$ cat src/rtl/sobel_pkg.sv
// Shared types and helpers for the Sobel frame sequencer.
package sobel_pkg;

  typedef enum logic [2:0] {IDLE, FETCH, WAIT, ISSUE, DRAIN} sobel_ctrl_state_t;

  localparam int SOBEL_TAPS = 9;

  // Linear address of padded coordinate (r,c); the padded image is width+2 wide.
  function automatic logic [31:0] sobel_pad_addr(input logic [15:0] r,
                                                 input logic [15:0] c,
                                                 input logic [15:0] width);
    return 32'(r) * (32'(width) + 32'd2) + 32'(c);
  endfunction

endpackage

$ cat src/rtl/sobel_win_reg.sv
// 3x3 tap register: one tap written per load, whole window shifts one column left on shift.
// Tap index m*3+n is packed at taps[(m*3+n)*PIX_W +: PIX_W].
module sobel_win_reg
  import sobel_pkg::*;
#(
  parameter int PIX_W = 32
) (
  input  logic                        clk,
  input  logic                        rst,
  input  logic                        shift,
  input  logic                        load,
  input  logic [3:0]                  load_idx,
  input  logic [PIX_W-1:0]            load_dat,
  output logic [SOBEL_TAPS*PIX_W-1:0] taps
);

  logic [PIX_W-1:0] tap_q [SOBEL_TAPS];

  always_ff @(posedge clk) begin
    if (rst) begin
      for (int i = 0; i < SOBEL_TAPS; i++) tap_q[i] <= '0;
    end else begin
      if (shift) begin
        for (int m = 0; m < 3; m++) begin
          tap_q[m*3]   <= tap_q[m*3+1];
          tap_q[m*3+1] <= tap_q[m*3+2];
        end
      end
      for (int i = 0; i < SOBEL_TAPS; i++) begin
        if (load && load_idx == 4'(i)) tap_q[i] <= load_dat;
      end
    end
  end

  always_comb begin
    taps = '0;
    for (int i = 0; i < SOBEL_TAPS; i++) taps[i*PIX_W +: PIX_W] = tap_q[i];
  end

endmodule

$ cat src/rtl/sobel_frame_ctrl.sv
// Raster-scans a zero-padded image, fetching each 3x3 window from single-port RAM and issuing it over valid/ready.
// Optional SOBEL_CTRL_WINDOW_REUSE_EN: for col>0 shift the window and fetch only the new column.
module sobel_frame_ctrl
  import sobel_pkg::*;
#(
  parameter int WIDTH  = 5,
  parameter int HEIGHT = 5,
  parameter int PIX_W  = 32,
  parameter int ADDR_W = 16
) (
  input  logic                  clk,
  input  logic                  rst,
  input  logic                  start,
  input  logic                  abort,
  output logic                  busy,
  output logic                  done,
  output logic                  mem_rd_en,
  output logic [ADDR_W-1:0]     mem_rd_addr,
  input  logic [PIX_W-1:0]      mem_rd_data,
  output logic                  win_valid,
  input  logic                  win_ready,
  output logic [9*PIX_W-1:0]    win_data,
  output logic [15:0]           win_row,
  output logic [15:0]           win_col,
  input  logic                  res_valid
);

  localparam logic [15:0] TOTAL = 16'(HEIGHT * WIDTH);

`ifdef SOBEL_CTRL_WINDOW_REUSE_EN
  localparam bit REUSE = 1'b1;
`else
  localparam bit REUSE = 1'b0;
`endif

  sobel_ctrl_state_t state_q, state_d;

  logic [15:0] row_q, col_q, col_nxt, res_cnt_q;
  logic [1:0]  fm_q, fn_q;
  logic        cap_vld_q;
  logic [3:0]  cap_idx_q;
  logic        hs, last_pix, fetch_last, frame_go, shift_nxt;
  logic [1:0]  fn_start, fn_start_nxt;

  assign last_pix   = (row_q == 16'(HEIGHT-1)) && (col_q == 16'(WIDTH-1));
  assign fetch_last = (fm_q == 2'd2) && (fn_q == 2'd2);
  assign frame_go   = (state_q == IDLE) && start && !abort;
  assign hs         = win_valid && win_ready;
  assign col_nxt    = (col_q == 16'(WIDTH-1)) ? 16'd0 : col_q + 16'd1;

  // A partial fetch walks rows of column n=2 only; the other columns come from the shift.
  assign shift_nxt    = REUSE && (col_nxt != 16'd0) && !last_pix;
  assign fn_start     = (REUSE && col_q != 16'd0) ? 2'd2 : 2'd0;
  assign fn_start_nxt = shift_nxt ? 2'd2 : 2'd0;

  always_ff @(posedge clk) begin
    if (rst) state_q <= IDLE;
    else     state_q <= state_d;
  end

  always_comb begin
    state_d   = state_q;
    busy      = (state_q != IDLE);
    done      = 1'b0;
    mem_rd_en = 1'b0;
    win_valid = 1'b0;
    case (state_q)
      IDLE:  if (start && !abort) state_d = FETCH;
      FETCH: begin
        mem_rd_en = 1'b1;
        if (fetch_last) state_d = WAIT;
      end
      WAIT:  state_d = ISSUE;
      ISSUE: begin
        win_valid = 1'b1;
        if (win_ready) state_d = last_pix ? DRAIN : FETCH;
      end
      DRAIN: if (res_cnt_q == TOTAL) begin
        done    = 1'b1;
        state_d = IDLE;
      end
      default: state_d = IDLE;
    endcase
    if (abort && state_q != IDLE) begin
      state_d   = IDLE;
      mem_rd_en = 1'b0;
      win_valid = 1'b0;
      done      = 1'b0;
    end
  end

  assign mem_rd_addr = mem_rd_en
    ? ADDR_W'(sobel_pad_addr(row_q + 16'(fm_q), col_q + 16'(fn_q), 16'(WIDTH)))
    : '0;

  always_ff @(posedge clk) begin
    if (rst) begin
      row_q     <= '0;
      col_q     <= '0;
      res_cnt_q <= '0;
      fm_q      <= '0;
      fn_q      <= '0;
      cap_vld_q <= 1'b0;
      cap_idx_q <= '0;
    end else begin
      // Read data lands one cycle after the strobe; remember which tap it belongs to.
      cap_vld_q <= mem_rd_en;
      cap_idx_q <= 4'(fm_q) * 4'd3 + 4'(fn_q);
      if (frame_go) begin
        row_q     <= '0;
        col_q     <= '0;
        fm_q      <= '0;
        fn_q      <= '0;
        res_cnt_q <= '0;
      end else begin
        if (res_valid && state_q != IDLE && res_cnt_q != TOTAL)
          res_cnt_q <= res_cnt_q + 16'd1;
        if (mem_rd_en) begin
          if (fn_q == 2'd2) begin
            fn_q <= fn_start;
            fm_q <= fm_q + 2'd1;
          end else begin
            fn_q <= fn_q + 2'd1;
          end
        end
        if (hs && !last_pix) begin
          col_q <= col_nxt;
          if (col_q == 16'(WIDTH-1)) row_q <= row_q + 16'd1;
          fm_q  <= '0;
          fn_q  <= fn_start_nxt;
        end
      end
    end
  end

  sobel_win_reg #(.PIX_W(PIX_W)) u_win (
    .clk      (clk),
    .rst      (rst),
    .shift    (hs && shift_nxt),
    .load     (cap_vld_q),
    .load_idx (cap_idx_q),
    .load_dat (mem_rd_data),
    .taps     (win_data)
  );

  assign win_row = row_q;
  assign win_col = col_q;

endmodule

$ cat config.mk
export PLATFORM = sky130hd
export DESIGN_NAME = sobel_frame_ctrl
export DESIGN_NICKNAME = d
export VERILOG_FILES = /design/src/rtl/sobel_pkg.sv /design/src/rtl/sobel_win_reg.sv /design/src/rtl/sobel_frame_ctrl.sv
export SDC_FILE = /design/constraint.sdc
export NUM_CORES = 1
export LEC_CHECK = 0
export CELL_PAD_IN_SITES_DETAIL_PLACEMENT = 1
export CELL_PAD_IN_SITES_GLOBAL_PLACEMENT = 2
export CORE_AREA = 2 2 204 206
export DETAILED_ROUTE_END_ITERATION = 7
export DIE_AREA = 0 0 206 208
export GPL_TIMING_DRIVEN = 0
export PLACE_DENSITY_LB_ADDON = 0.3
export SLEW_MARGIN = 20
export SYNTH_ARGS = -nofsm -noshare
export SYNTH_HDL_FRONTEND = slang
export SYNTH_SLANG_ARGS = --single-unit
$ cat constraint.sdc
create_clock -name clk -period 10.4 [get_ports clk]
set_clock_uncertainty 0.2 [all_clocks]
set_input_delay 2.08 -clock clk [delete_from_list [all_inputs] [get_ports clk]]
set_output_delay 2.08 -clock clk [all_outputs]
set_load 0.1 [all_outputs]
After elaboration in Yosys (flattened, before gate mapping)

Memory sizes are Yosys's and may differ from the RTL's.
Index checks and enable logic that the tools add are counted.

Divide/modulo/power cells: 0
Shift operators: 0
Multiply operators: 2
$lt $le $gt $ge: 0
Bitwise operators: 9
Reductions and logical operators: 30
Equality and inequality tests: 22
Add/subtract/negate cells: 9
Muxes and demuxes: 54

Operator list:

| operator                | count |
|---|---|
| $mux W32                | 9 |
| $add A16 B1 Y16 const B | 3 |
| $mux W1                 | 36 |
| $add A16 B2 Y16         | 2 |
| $eq A16 B3 Y1 const B   | 2 |
| $mux W16                | 2 |
| $logic_and A1 B1 Y1     | 19 |
| $add A16 B16 Y16        | 1 |
| $eq A16 B5 Y1 const B   | 1 |
| $eq A4 B3 Y1 const B    | 4 |
| $mul A16 B3 Y16 const B | 1 |
| $ne A16 B5 Y1 const B   | 1 |
| $mux W3                 | 5 |
| $pmux W3 S5             | 1 |
| $or A1 B1 Y1            | 9 |
| $eq A4 B2 Y1 const B    | 2 |
| $eq A3 B2 Y1 const B    | 2 |
| $ne A2 B2 Y1 const B    | 3 |
| $add A2 B1 Y2 const B   | 2 |
| $add A4 B2 Y4           | 1 |
| $eq A2 B2 Y1 const B    | 2 |
| $eq A4 B1 Y1 const B    | 1 |
| $eq A4 B4 Y1 const B    | 1 |
| $logic_not A4 Y1        | 1 |
| 12 further kinds        | 15 |

Memories: 1
Memory bits (read-only): 0
Input port bits: 38
Output and inout bits: 340
Register bits: 60
Bits in latches: 0
Memory bits (writable): 288

Memory list:

| name        | depth | bits a word | rd ports | clocked after Yosys merged registers in | write ports | RTL line            | text |
|---|---|---|---|---|---|---|---|
| u_win.tap_q | 9     | 32          | 9        | 0                                       | 9           | sobel_win_reg.sv:17 | `logic [PIX_W-1:0] tap_q [SOBEL_TAPS];` |

Logic depth before layout (Yosys ltp)

Gate-level depths: netlist of run 1.

Depth in word-level cells: 6
Gate-level depth with buffers: 18

Hierarchy

A second synthesis of run 1 with hierarchy kept.

Cell total of the unflattened synthesis: 1588
Area total of the unflattened synthesis: 17325.4 um2

Modules (own cells, without submodules):

| module           | cells each | area each (um2) | instances | seq. area each (um2) |
|---|---|---|---|---|
| sobel_win_reg    | 998        | 12538.3         | 1         | 8648.3 |
| sobel_frame_ctrl | 590        | 4787.1          | 1         | 1201.2 |

Worst setup path after synthesis of run 1

Ideal clock, no wire load.

Path kind: reg2out
Start: register row_q[0] (netlist: win_row[0])
End: output port mem_rd_addr[10]
Buffers on the path: 1
Setup slack: 1.554 ns
Stages on the path, launching flop included: 16
Data arrival time: 6.566 ns
Cells stage by stage: dfxtp_1 -> ha_1 -> fa_1 -> buf_1 -> xor2_1 -> inv_1 -> fa_1 -> fa_1 -> inv_1 -> ha_1 -> nor2b_1 -> o21a_1 -> o21a_1 -> o211ai_1 -> a21oi_1 -> nor3b_1

Cells in the longest elaborated chain, start to end: 4

RTL lines:

| what                     | RTL line                | text |
|---|---|---|
| start: declaration       | sobel_frame_ctrl.sv:38  | `logic [15:0] row_q, col_q, col_nxt, res_cnt_q;` |
| start signal: assignment | sobel_frame_ctrl.sv:128 | `if (col_q == 16'(WIDTH-1)) row_q <= row_q + 16'd1;` |
| $add A16 B2 Y16          | sobel_frame_ctrl.sv:93  | `? ADDR_W'(sobel_pad_addr(row_q + 16'(fm_q), col_q + 16'(fn_q), 16'(WIDTH)))` |
| $mul A16 B3 Y16          | sobel_pkg.sv:12         | `return 32'(r) * (32'(width) + 32'd2) + 32'(c);` |
| $add A16 B16 Y16         | sobel_pkg.sv:12         |  |
| $mux W16                 | sobel_frame_ctrl.sv:93  |  |
| end: declaration         | sobel_frame_ctrl.sv:18  | `output logic [ADDR_W-1:0] mem_rd_addr,` |

No other way between the ends.

Final worst setup path of run 1

Start: register row_q[0] (netlist: win_row[0])
End: output port mem_rd_addr[15]

Same word-level chain as after synthesis.

==> results of run 1 <==
sequential cells by signal (all words and copies together), names as in the netlist:
register	cells
fm_q	2
res_cnt_q	16
cap_vld_q	1
win_col	16
win_row	16
state_q	3
fn_q	2
u_win.tap_q	288
cap_idx_q	4
logic make-up (layout without fill, tap and decap cells):
logic type,Yosys count,count (layout)
flip-flops,348,348
AND/OR/NAND/NOR,279,279
buffers and inverters,108,556
AO/OA/AOI/OAI,102,102
XOR/XNOR,71,71
adder cells (fa/ha/maj),56,56
multiplexers,7,7
other,0,3
worst max path at each step:
stage                            endpoint  cells past startpoint
after floorplan           mem_rd_addr[10]                     15
after global placement    mem_rd_addr[15]                     17
after detailed placement  mem_rd_addr[15]                     17
after CTS                 mem_rd_addr[15]                     17
after global routing      mem_rd_addr[15]                     17
final                     mem_rd_addr[15]                     17
layer usage:
metal	wire (µm)	share of wire [%]	vias up	global-route usage, %
li1	-	-	4306	-
met1	17500	39	4773	24.8
met2	22800	51	327	36.1
met3	3220	7.2	57	4.76
met4	1060	2.4	4	6.23
met5	25	0.056	-	0
tightest hold or removal path, stage by stage (launching register included):
cell and delay, ns:
dfxtp_1 0.34, o21ai_0 0.08, a21oi_1 0.06
where the power goes:
part / total, mW / switching [mW] / internal, mW
Clock: 1.36 / 0.571 / 0.785
Combinational: 0.498 / 0.407 / 0.0911
Sequential: 1.56 / 0.0139 / 1.55
stage by stage:
step / setup slack [ns] / power [mW] / instances / hold WS, ns / utilization [%]
after floorplan: 1.55 / 1.95 / 971 / 0.271 / -
after global placement: 2.16 / 2.09 / 1879 / 0.297 / 45.7
after detailed placement: 2.18 / 2.09 / 1881 / 0.318 / 46.0
after CTS: 1.54 / 3.45 / 1951 / 0.326 / 49.1
after global routing: 1.28 / 3.51 / 1954 / 0.375 / 49.1
final: 1.65 / 3.42 / 1954 / 0.328 / 49.1
cells in the final DEF, fill, tap and decap left out, drive strengths merged, types with 9 or more instances in the layout:
cell	netlist	layout
nand3	19	19
nor2	74	74
xor2	23	23
a31o	9	9
or3	10	10
ha	31	31
nor3	27	27
fa	24	24
edfxtp	288	288
nand4	16	16
inv	78	78
nand2	37	37
xnor2	47	47
and2	37	37
nor4	11	11
a21oi	33	33
dfxtp	60	60
clkinv	0	13
clkdlybuf4s50	0	375
o21ai	23	23
nor2b	9	9
nand2b	13	13
clkbuf	14	62
buf	16	19
cell type report:
type	instances	area [µm²]	share of cell area, %
Clock buffer	48	988	4.96
Clock inverter	22	270	1.36
Multi-Input combinational cell	515	3890	19.5
Buffer	30	139	0.697
Inverter	78	293	1.47
Sequential cell	348	9850	49.5
Antenna cell	3	7.51	0.0377
Timing Repair Buffer	378	3810	19.1
Tap cell	532	666	3.34
==> results.md, run 1 <==
- Post-detailed-route wirelength per cell: 22.9 µm
- Post-synth EDFFs: 288
- Number of instances in the synthesized netlist: 971
- Library cell with the highest instance count after synthesis: edfxtp_1
- Layout area overhead: 41.0%
- Root cell of the clock tree: clkbuf_16
- Synth top cells by count: edfxtp_1 (288), inv_1 (78), nor2_1 (74), dfxtp_1 (60), xnor2_1 (45)
- Vias per Instance: 4.84
- Count of final max-slew check failures: 0
- Beginning of the worst register-to-register path: cap_idx_q[0]$_SDFF_PP0_
- Cell Rows: 74
- Critical path launch point: win_row[0]$_SDFFE_PP0P_
- Finished Cell Area: 19,900 µm²
- Arr. time, crit path: 6.47 ns
- Nature of the critical path startpoint: register
- TritonCTS clock tree: done
- Most used DFF post-synth: edfxtp_1
- Routability congestion estimate from global placement: 0.818
- Reg2Reg Setup Slack: 7.41 ns
- Mean cell area of the mapped netlist: 14.5 µm²
- DP Wirelength: 32,700 µm
- Mux cell area share after synthesis: 0.514%
- Static leakage power: 7.22 nW
- Count of fill cells added during filler insertion: 4,179
- Worst-path cell chain: ha_1 > fa_1 > buf_1 > nand3_1 > xor2_1 > inv_1 > ha_1 > inv_1 > fa_1 > inv_1 > ha_1 > or3_4 > o311ai_4 > a2111oi_2 > or4_4 > a21oi_2 > clkdlybuf4s50_1
- Slew @ Worst Pin: 1.18 ns
- Kind of cell with the highest combined delay on the critical path: buffers and inverters
- IR drop worst, VDD: 97.7 µV
- X dimension of the die: 206 µm
- Compound-gate portion of the synthesized area: 4.93%
- Final count of negative-setup-slack endpoints: 0
- Clock period minus worst slack: 8.75 ns
- Post-cts repair resize count: 0
- Pwr Density: 172 nW/µm²
- Count of buffering cells on the critical path with inverters included: 5
- Worst Hold Endpoint: res_cnt_q[6]$_SDFFE_PP0P_
- Antenna violations before repair: 5
- DRC viols: 0
- Syn. warnings: 0
- Clock sink count: 348
- Routed vias: 9,467
- Class of the most critical setup path: reg2out
- Max-cap violations: 0
- Final global-route overflow total: 0
- Leading cell types by total area after synthesis: edfxtp_1 (61%), dfxtp_1 (8.5%), fa_1 (3.4%)
- Total clock buffers created by CTS: 38
- Clock tree buffer depth: 3
- Slowest stage cell, crit path: clkdlybuf4s50_1
- Max Clk Rate: 114 MHz
- Largest area contributor in the netlist: edfxtp_1
- Overall global routing resource usage: 20.5%
- Detailed Routing Iterations Pass 1: 4
- First-iteration detailed-routing DRC count: 506
- Clk Latency, worst-skew pair: 0.54 ns
- Core footprint: 40,600 µm²
- Worst slew margin relative to its limit: 20.8%
- Async set-reset flop share out of synthesis: 0%
- Die height: 208 µm
- Area of the mapped netlist: 14,100 µm²
- Adder-cell share of the synthesized area: 6.22%
- Required time worst endpoint: 8.12 ns
- Worst R2R End: u_win.tap_q[0][277]$_DFFE_PP_
- Syn_nets: 1,064
- Post-CTS setup buffer count: 0
- Post-Route WL: 44,700 µm
- Wire length of the first global-routing pass: 64,700 µm
- Number of buffer cells added on primary ports: 376
- Number of levels in the clock H-tree: 2
- Maximum number of pins on one net before global-route repair: 33
- Number of cell instances on the worst register-to-register path: 5
- Sequential cell area fraction in the yosys report: 69.8%
- Post-layout nets: 1,482
- I/O pin cnt: 378
- Standard cell area after detailed placement: 18,600 µm²
- Area share of xor/xnor cells in the synthesized design: 4.61%
- Effective utilization at floorplan: 34.8%
- Final cycle utilization of the critical path: 84.2%
- Crit path largest cell delay: 1.15 ns
- Layout cell share with drive strength beyond 1: 7.54%
- Hold-fix buffer count after cts: 0
- Reg clk slew, reported paths: 0.06 ns
- Crit path capture type: output pin
- Synth cell types: 68
- Source of the worst hold timing path: res_cnt_q[6]$_SDFFE_PP0P_
- Total die area: 42,800 µm²
- Largest driver fanout on the critical path: 10
- Hold WC Path Type: reg2reg
- Area share of the leading cell type in the synthesized netlist: 61.3%
- Number of synthesized register bits: 348
- Status: finished clean
- RSZ-0062 raised after global routing: false
- Residual antenna-violating net count after detailed routing: 0
- Share of synthesized cell area in and, or, nand and nor gates: 10.9%
- Number of stages on the worst hold path: 2
- Vias in the first global route: 9,550
- Total negative slack for setup checks: 0 ns
- Combinational family with the most area after synthesis: simple AND/OR/NAND/NOR gates
- Total count of hold-check failures in the final report: 0
(Power assumes the default switching activity.)
==> run 2: changes to the inputs <==
--- a/config.mk
+++ b/config.mk
@@ -7,9 +7,9 @@
 export LEC_CHECK = 0
 export CELL_PAD_IN_SITES_DETAIL_PLACEMENT = 1
 export CELL_PAD_IN_SITES_GLOBAL_PLACEMENT = 2
-export CORE_AREA = 2 2 204 206
+export CORE_AREA = 2 2 220 222
 export DETAILED_ROUTE_END_ITERATION = 7
-export DIE_AREA = 0 0 206 208
+export DIE_AREA = 0 0 222 224
 export GPL_TIMING_DRIVEN = 0
 export PLACE_DENSITY_LB_ADDON = 0.3
 export SLEW_MARGIN = 20
==> constraint.sdc (replaced) <==
create_clock -name clk -period 7.9 [get_ports clk]
set_clock_uncertainty 0.2 [all_clocks]
set_input_delay 1.58 -clock clk [delete_from_list [all_inputs] [get_ports clk]]
set_output_delay 1.58 -clock clk [all_outputs]
set_load 0.1 [all_outputs]
==> results.md, run 2 (synthesized netlist as in run 1, its figures left out) <==
- Switching share of power: 29.4% (+0.37 points)
- DP Wirelength: 33,600 µm (+2.8%)
- Antenna violations before repair: 3 (-2)
- Clk Latency, worst-skew pair: 0.56 ns (+0.02 ns)
- Vias per Instance: 4.63 (-4.4%)
- I/O pin cnt: 378 (unchanged)
- Internal: 3.14 mW (+29%)
- Register name with the most flops: u_win.tap_q
- Share of power burned in combinational logic: 14.7% (about the same)
- Post-detailed-route wirelength per cell: 22.4 µm (-1.9%)
- Most common library cell in the layout ignoring fill and taps: clkdlybuf4s50_1
- Residual antenna-violating net count after detailed routing: 0 (unchanged)
- Clock sink count: 348 (unchanged)
- TritonCTS clock tree: done
- Top library cells by usage in the layout, fill and taps aside: clkdlybuf4s50_1 (366), edfxtp_1 (288), inv_1 (78)
- Layout area overhead: 41.4%
- Number of non-filler instances in the completed layout: 2,034 (+4.1%)
- Die height: 224 µm (+7.7%)
- Number of buffer cells added on primary ports: 376 (unchanged)
- Post-layout nets: 1,483 (+0.067%)
- Maximum number of pins on one net before global-route repair: 33 (unchanged)
- Clock period minus worst slack: 7.49 ns
- Count of fill cells added during filler insertion: 4,960 (+19%)
- Post-Route WL: 45,600 µm (+2.2%)
- Crit path capture type: output pin
- Vias in the first global route: 9,620 (+0.73%)
- Power after layout: 4.45 mW (+30%)
- Final count of negative-setup-slack endpoints: 0 (unchanged)
- Max reg flops: 288 (unchanged)
- RSZ-0062 raised after global routing: false
- Post-CTS setup buffer count: 0 (unchanged)
- Effective utilization at floorplan: 29.8% (-5.0 points)
- Number of levels in the clock H-tree: 2 (unchanged)
- Layout cell share with drive strength beyond 1: 8.03% (+0.49 points)
- Total negative slack for setup checks: 0 ns (unchanged)
- Worst slew margin relative to its limit: 23.0% (+2.2 points)
- Wire length of the first global-routing pass: 65,500 µm (+1.3%)
- Largest driver fanout on the critical path: 10 (unchanged)
- Routability congestion estimate from global placement: 0.788 (-3.6%)
- Status: finished clean
- Final Core Density: 42.2% (-6.9 points)
- Overall global routing resource usage: 17.8% (-2.7 points)
- DRC viols: 0 (unchanged)
- Reg clk slew, reported paths: 0.06 ns (about the same)
- First-iteration detailed-routing DRC count: 423 (-16%)
- Nature of the critical path startpoint: register
- Max-cap violations: 0 (unchanged)
- Required time worst endpoint: 6.12 ns (-2.00 ns)
- Final global-route overflow total: 0 (unchanged)
- Cell Count Post-Placement: 1,964 (+4.4%)
- Detailed Routing Iterations Pass 1: 4 (unchanged)
- Final cycle utilization of the critical path: 94.8%
- Clock tree buffer depth: 3 (unchanged)
- Class of the most critical setup path: reg2out
- Total clock buffers created by CTS: 39 (+2.6%)
- Total die area: 49,700 µm² (+16%)
- Routed vias: 9,421 (-0.49%)
- IR drop worst, VDD: 128 µV (+31%)
- Root cell of the clock tree: clkbuf_16
- Hold WC Path Type: reg2reg
- Hold-fix buffer count after cts: 0 (unchanged)
- Ant. Diodes: 0 (-3)
- Pwr Density: 223 nW/µm² (+30%)
- Power dissipated by switching net loads: 1.31 mW (+32%)
- X dimension of the die: 222 µm (+7.8%)
- Clk pwr share: 39.0% (-0.7 points)
- Sequential share of power: 46.3% (+0.6 points)
- Count of final max-slew check failures: 0 (unchanged)
- Slew @ Worst Pin: 1.15 ns (-0.0329 ns)
- Cell Rows: 80 (+8.1%)
- Total count of hold-check failures in the final report: 0 (unchanged)
- Static leakage power: 7.30 nW (+1.1%)
- Max Clk Rate: 134 MHz
- Arr. time, crit path: 5.71 ns (-0.76 ns)
- Core footprint: 47,300 µm² (+17%)
## run 2: cell count changes in the layout (fill, tap and decap cells not counted), sizes merged
cell	before	now
clkinv	13	20
clkdlybuf4s50	375	366
clkbuf	62	63
diode	3	0
bufinv	4	2
inv	78	80
clkinvlp	5	2
dlymetal6s2s	0	4
## run 2: layout make-up
cell class / count / area [µm²] / area share [%]
tap: 615 / 769 / 3.85
multi-input combinational: 515 / 3920 / 19.6
clock buffer: 44 / 995 / 4.98
clock inverter: 26 / 216 / 1.08
sequential: 348 / 9850 / 49.3
inverter: 78 / 293 / 1.47
timing repair buffer: 378 / 3780 / 18.9
buffer: 30 / 139 / 0.696
## run 2: critical path, stage by stage, from the launching register on
cell	delay, ns
dfxtp_1	0.48
ha_1	0.26
fa_1	0.28
buf_1	0.39
xor2_1	0.26
inv_1	0.10
fa_1	0.51
fa_1	0.51
inv_1	0.04
ha_1	0.33
o21a_1	0.20
o31a_1	0.18
o21ai_0	0.18
nand2b_1	0.09
xnor2_1	0.13
nor2_1	0.09
clkdlybuf4s50_1	1.14
## run 2: layer usage
layer	routed length (µm)	GRT usage, %
met1	18400	20.8
met2	22900	31.8
met3	3280	4.87
met4	1020	5.47
met5	39	0
## run 2: metrics by stage
| step | cell area, µm² | hold WS [ns] | worst slack (ns) |
|---|---|---|---|
| floorplan | 14100 | 0.271 | 0.0446 |
| global placement | 18700 | 0.296 | 0.236 |
| detailed placement | 18800 | 0.303 | 0.224 |
| CTS | 20000 | 0.327 | 0.0410 |
| global route | 20000 | 0.358 | 0.0102 |
| finish | 20000 | 0.320 | 0.410 |
## run 2: timing repair
action / 4_1_cts / 5_1_grt
endpoints found under the hold margin: 0 / 0
resized for setup: 8 / 16
setup endpoints to repair: 6 / 10
cloned: 0 / 0
## run 2: power by group through the flow
stage | Sequential, mW | Clock (mW) | Combinational (mW)
2_1_floorplan | 2.53 | 0 | 0.0441
3_3_place_gp | 2.10 | 0 | 0.657
3_5_place_dp | 2.10 | 0 | 0.661
4_1_cts | 2.06 | 1.77 | 0.662
5_1_grt | 2.06 | 1.84 | 0.668
6_report | 2.06 | 1.73 | 0.656
## run 2: worst paths after layout
path / from / slack (ns) / end / cells after the start
setup / recovery: win_row[0]$_SDFFE_PP0P_ / 0.41 / mem_rd_addr[5] / 16
hold / removal: res_cnt_q[6]$_SDFFE_PP0P_ / 0.32 / res_cnt_q[6]$_SDFFE_PP0P_ / 2
setup reg to reg: cap_idx_q[0]$_SDFF_PP0_ / 4.88 / u_win.tap_q[0][47]$_DFFE_PP_ / 5
hold reg to reg: res_cnt_q[6]$_SDFFE_PP0P_ / 0.32 / res_cnt_q[6]$_SDFFE_PP0P_ / 2
==> run 3: changes to the inputs <==
--- a/config.mk
+++ b/config.mk
@@ -11,7 +11,7 @@
 export DETAILED_ROUTE_END_ITERATION = 7
 export DIE_AREA = 0 0 222 224
 export GPL_TIMING_DRIVEN = 0
-export PLACE_DENSITY_LB_ADDON = 0.3
+export PLACE_DENSITY_LB_ADDON = 0.1
 export SLEW_MARGIN = 20
 export SYNTH_ARGS = -nofsm -noshare
 export SYNTH_HDL_FRONTEND = slang
==> results.md, run 3 (synthesized netlist as in run 1, its figures left out) <==
- Number of buffer cells added on primary ports: 376 (unchanged)
- Share of power burned in combinational logic: 14.7% (about the same)
- Final global-route overflow total: 0 (unchanged)
- Core footprint: 47,300 µm² (unchanged)
- Routed vias: 9,370 (-0.54%)
- Clock tree buffer depth: 3 (unchanged)
- Worst R2R End: u_win.tap_q[0][90]$_DFFE_PP_
- Overall global routing resource usage: 18.7% (+0.84 points)
- Cell Rows: 80 (unchanged)
- Status: finished clean
- Top library cells by usage in the layout, fill and taps aside: clkdlybuf4s50_1 (364), edfxtp_1 (288), inv_1 (78)
- Crit path largest cell delay: 1.16 ns (+0.02 ns)
- Final cycle utilization of the critical path: 96.0% (+1.2 points)
- Class of the most critical setup path: reg2out
- Crit path capture type: output pin
- Total count of hold-check failures in the final report: 0 (unchanged)
- Slowest stage cell, crit path: clkdlybuf4s50_1
- Post-CTS setup buffer count: 0 (unchanged)
- First-iteration detailed-routing DRC count: 466 (+10%)
- Clk pwr share: 39.4% (+0.4 points)
- Clk Latency, worst-skew pair: 0.54 ns (-0.02 ns)
- Vias in the first global route: 9,598 (-0.23%)
- Worst-path cell chain: ha_1 > fa_1 > buf_1 > xor2_1 > inv_1 > fa_1 > fa_1 > inv_1 > ha_1 > o21a_1 > o31a_1 > o21ai_0 > nand2b_1 > xnor2_1 > nor2_1 > clkdlybuf4s50_1
- Power dissipated by switching net loads: 1.29 mW (-1.6%)
- Switching share of power: 28.7% (-0.69 points)
- Pwr Density: 225 nW/µm² (+0.90%)
- Sequential share of power: 45.9% (-0.4 points)
- Count of final max-slew check failures: 0 (unchanged)
- Residual antenna-violating net count after detailed routing: 0 (unchanged)
- Total clock buffers created by CTS: 38 (-2.6%)
- IR drop worst, VDD: 127 µV (-0.93%)
- Max reg flops: 288 (unchanged)
- Critical path launch point: win_row[0]$_SDFFE_PP0P_
- Post-cts repair resize count: 13 (+5)
- TritonCTS clock tree: done
- DP Wirelength: 34,600 µm (+3.1%)
- Layout area overhead: 41.2%
- Wire length of the first global-routing pass: 67,800 µm (+3.4%)
- Required time worst endpoint: 6.12 ns (about the same)
- I/O pin cnt: 378 (unchanged)
- Cell type with the highest occurrence count on the critical path: fa_1
- Vias per Instance: 4.61 (-0.44%)
- X dimension of the die: 222 µm (unchanged)
- Nature of the critical path startpoint: register
- Hold WC Path Type: reg2reg
- Reg clk slew, reported paths: 0.06 ns (about the same)
- Number of non-filler instances in the completed layout: 2,032 (-0.098%)
- Clock period minus worst slack: 7.59 ns (+0.0956 ns)
- Largest driver fanout on the critical path: 10 (unchanged)
- Post-layout nets: 1,480 (-0.20%)
- Detailed Routing Iterations Pass 1: 4 (unchanged)
- Post-Route WL: 47,300 µm (+3.5%)
- Die height: 224 µm (unchanged)
- RSZ-0062 raised after global routing: false
- Arr. time, crit path: 5.81 ns (+0.10 ns)
- Max-cap violations: 0 (unchanged)
- Static leakage power: 7.25 nW (-0.70%)
- Number of levels in the clock H-tree: 2 (unchanged)
- Internal: 3.19 mW (+1.7%)
- Root cell of the clock tree: clkbuf_16
- Final count of negative-setup-slack endpoints: 0 (unchanged)
- Layout cell share with drive strength beyond 1: 8.13% (+0.093 points)
- Clock sink count: 348 (unchanged)
- Antenna violations before repair: 1 (-2)
- Slew @ Worst Pin: 1.20 ns (+0.0456 ns)
- DRC viols: 0 (unchanged)
- Worst slew margin relative to its limit: 19.9% (-3.0 points)
- Worst setup path endpoint: mem_rd_addr[5]
- Beginning of the worst register-to-register path: cap_idx_q[0]$_SDFF_PP0_
- Effective utilization at floorplan: 29.8% (unchanged)
- Reg2Reg Setup Slack: 5.00 ns (+0.12 ns)
- Cell Count Post-Placement: 1,962 (-0.10%)
- Total negative slack for setup checks: 0 ns (unchanged)
- Routability congestion estimate from global placement: 0.755 (-4.2%)
- Register name with the most flops: u_win.tap_q
- Total die area: 49,700 µm² (unchanged)
- Maximum number of pins on one net before global-route repair: 33 (unchanged)
- Post-detailed-route wirelength per cell: 23.3 µm (+3.6%)
- Count of fill cells added during filler insertion: 4,968 (+0.16%)
- Most common library cell in the layout ignoring fill and taps: clkdlybuf4s50_1
- Max Clk Rate: 132 MHz (-1.3%)
- Hold-fix buffer count after cts: 0 (unchanged)
- Number of cell instances on the worst register-to-register path: 5 (unchanged)
## run 3: per-stage QoR
step	util (%)	instance area, µm²	hold WS [ns]	power (mW)	setup slack, ns
after floorplan	-	14100	0.271	2.57	0.0446
after global placement	39.4	18700	0.295	2.76	0.0817
after detailed placement	39.6	18700	0.299	2.76	0.0849
after CTS	42.2	20000	0.308	4.54	0.0157
after global routing	42.1	19900	0.342	4.62	0.00494
final	42.1	19900	0.304	4.48	0.315
## run 3: cell type report
| class | count | area (µm²) | area share [%] |
|---|---|---|---|
| tap | 615 | 769 | 3.86 |
| sequential | 348 | 9850 | 49.4 |
| buffer | 30 | 139 | 0.697 |
| clock inverter | 24 | 238 | 1.19 |
| inverter | 78 | 293 | 1.47 |
| multi-input combinational | 515 | 3930 | 19.7 |
| timing repair buffer | 376 | 3720 | 18.6 |
| clock buffer | 44 | 995 | 4.99 |
| antenna | 2 | 5.00 | 0.0251 |
## run 3: power groups by stage
stage / Clock (mW) / Sequential [mW] / Combinational [mW]
2_1_floorplan: 0 / 2.53 / 0.0441
3_3_place_gp: 0 / 2.10 / 0.663
3_5_place_dp: 0 / 2.10 / 0.663
4_1_cts: 1.81 / 2.06 / 0.664
5_1_grt: 1.88 / 2.06 / 0.670
6_report: 1.76 / 2.06 / 0.657
## run 3: worst min path at each step
stage	from	endpoint	slack (ns)	depth (start not counted)
after floorplan	res_cnt_q[6]$_SDFFE_PP0P_	res_cnt_q[6]$_SDFFE_PP0P_	0.27	2
after global placement	res_cnt_q[6]$_SDFFE_PP0P_	res_cnt_q[6]$_SDFFE_PP0P_	0.29	2
after detailed placement	res_cnt_q[6]$_SDFFE_PP0P_	res_cnt_q[6]$_SDFFE_PP0P_	0.30	2
after CTS	res_cnt_q[6]$_SDFFE_PP0P_	res_cnt_q[6]$_SDFFE_PP0P_	0.31	2
after global routing	res_cnt_q[6]$_SDFFE_PP0P_	res_cnt_q[6]$_SDFFE_PP0P_	0.34	2
final	res_cnt_q[6]$_SDFFE_PP0P_	res_cnt_q[6]$_SDFFE_PP0P_	0.30	2
## run 3: worst max-delay path, delay by kind of cell, from the launching register on
kind	cells	cell delay, ns
flip-flops	1	0.55
adder cells (fa/ha/maj)	5	1.87
AND/OR/NAND/NOR	2	0.19
AO/OA/AOI/OAI	3	0.53
XOR/XNOR	2	0.40
buffers and inverters	4	1.70
## run 3: metal layers
| metal | routed length (µm) | track usage (%) | share of wire [%] | vias to the layer above |
|---|---|---|---|---|
| li1 | - | - | - | 4309 |
| met1 | 19200 | 22.2 | 41 | 4709 |
| met2 | 23400 | 32.5 | 50 | 298 |
| met3 | 3620 | 6.01 | 7.7 | 54 |
| met4 | 999 | 4.93 | 2.1 | 0 |
| met5 | 0 | 0 | 0 | - |
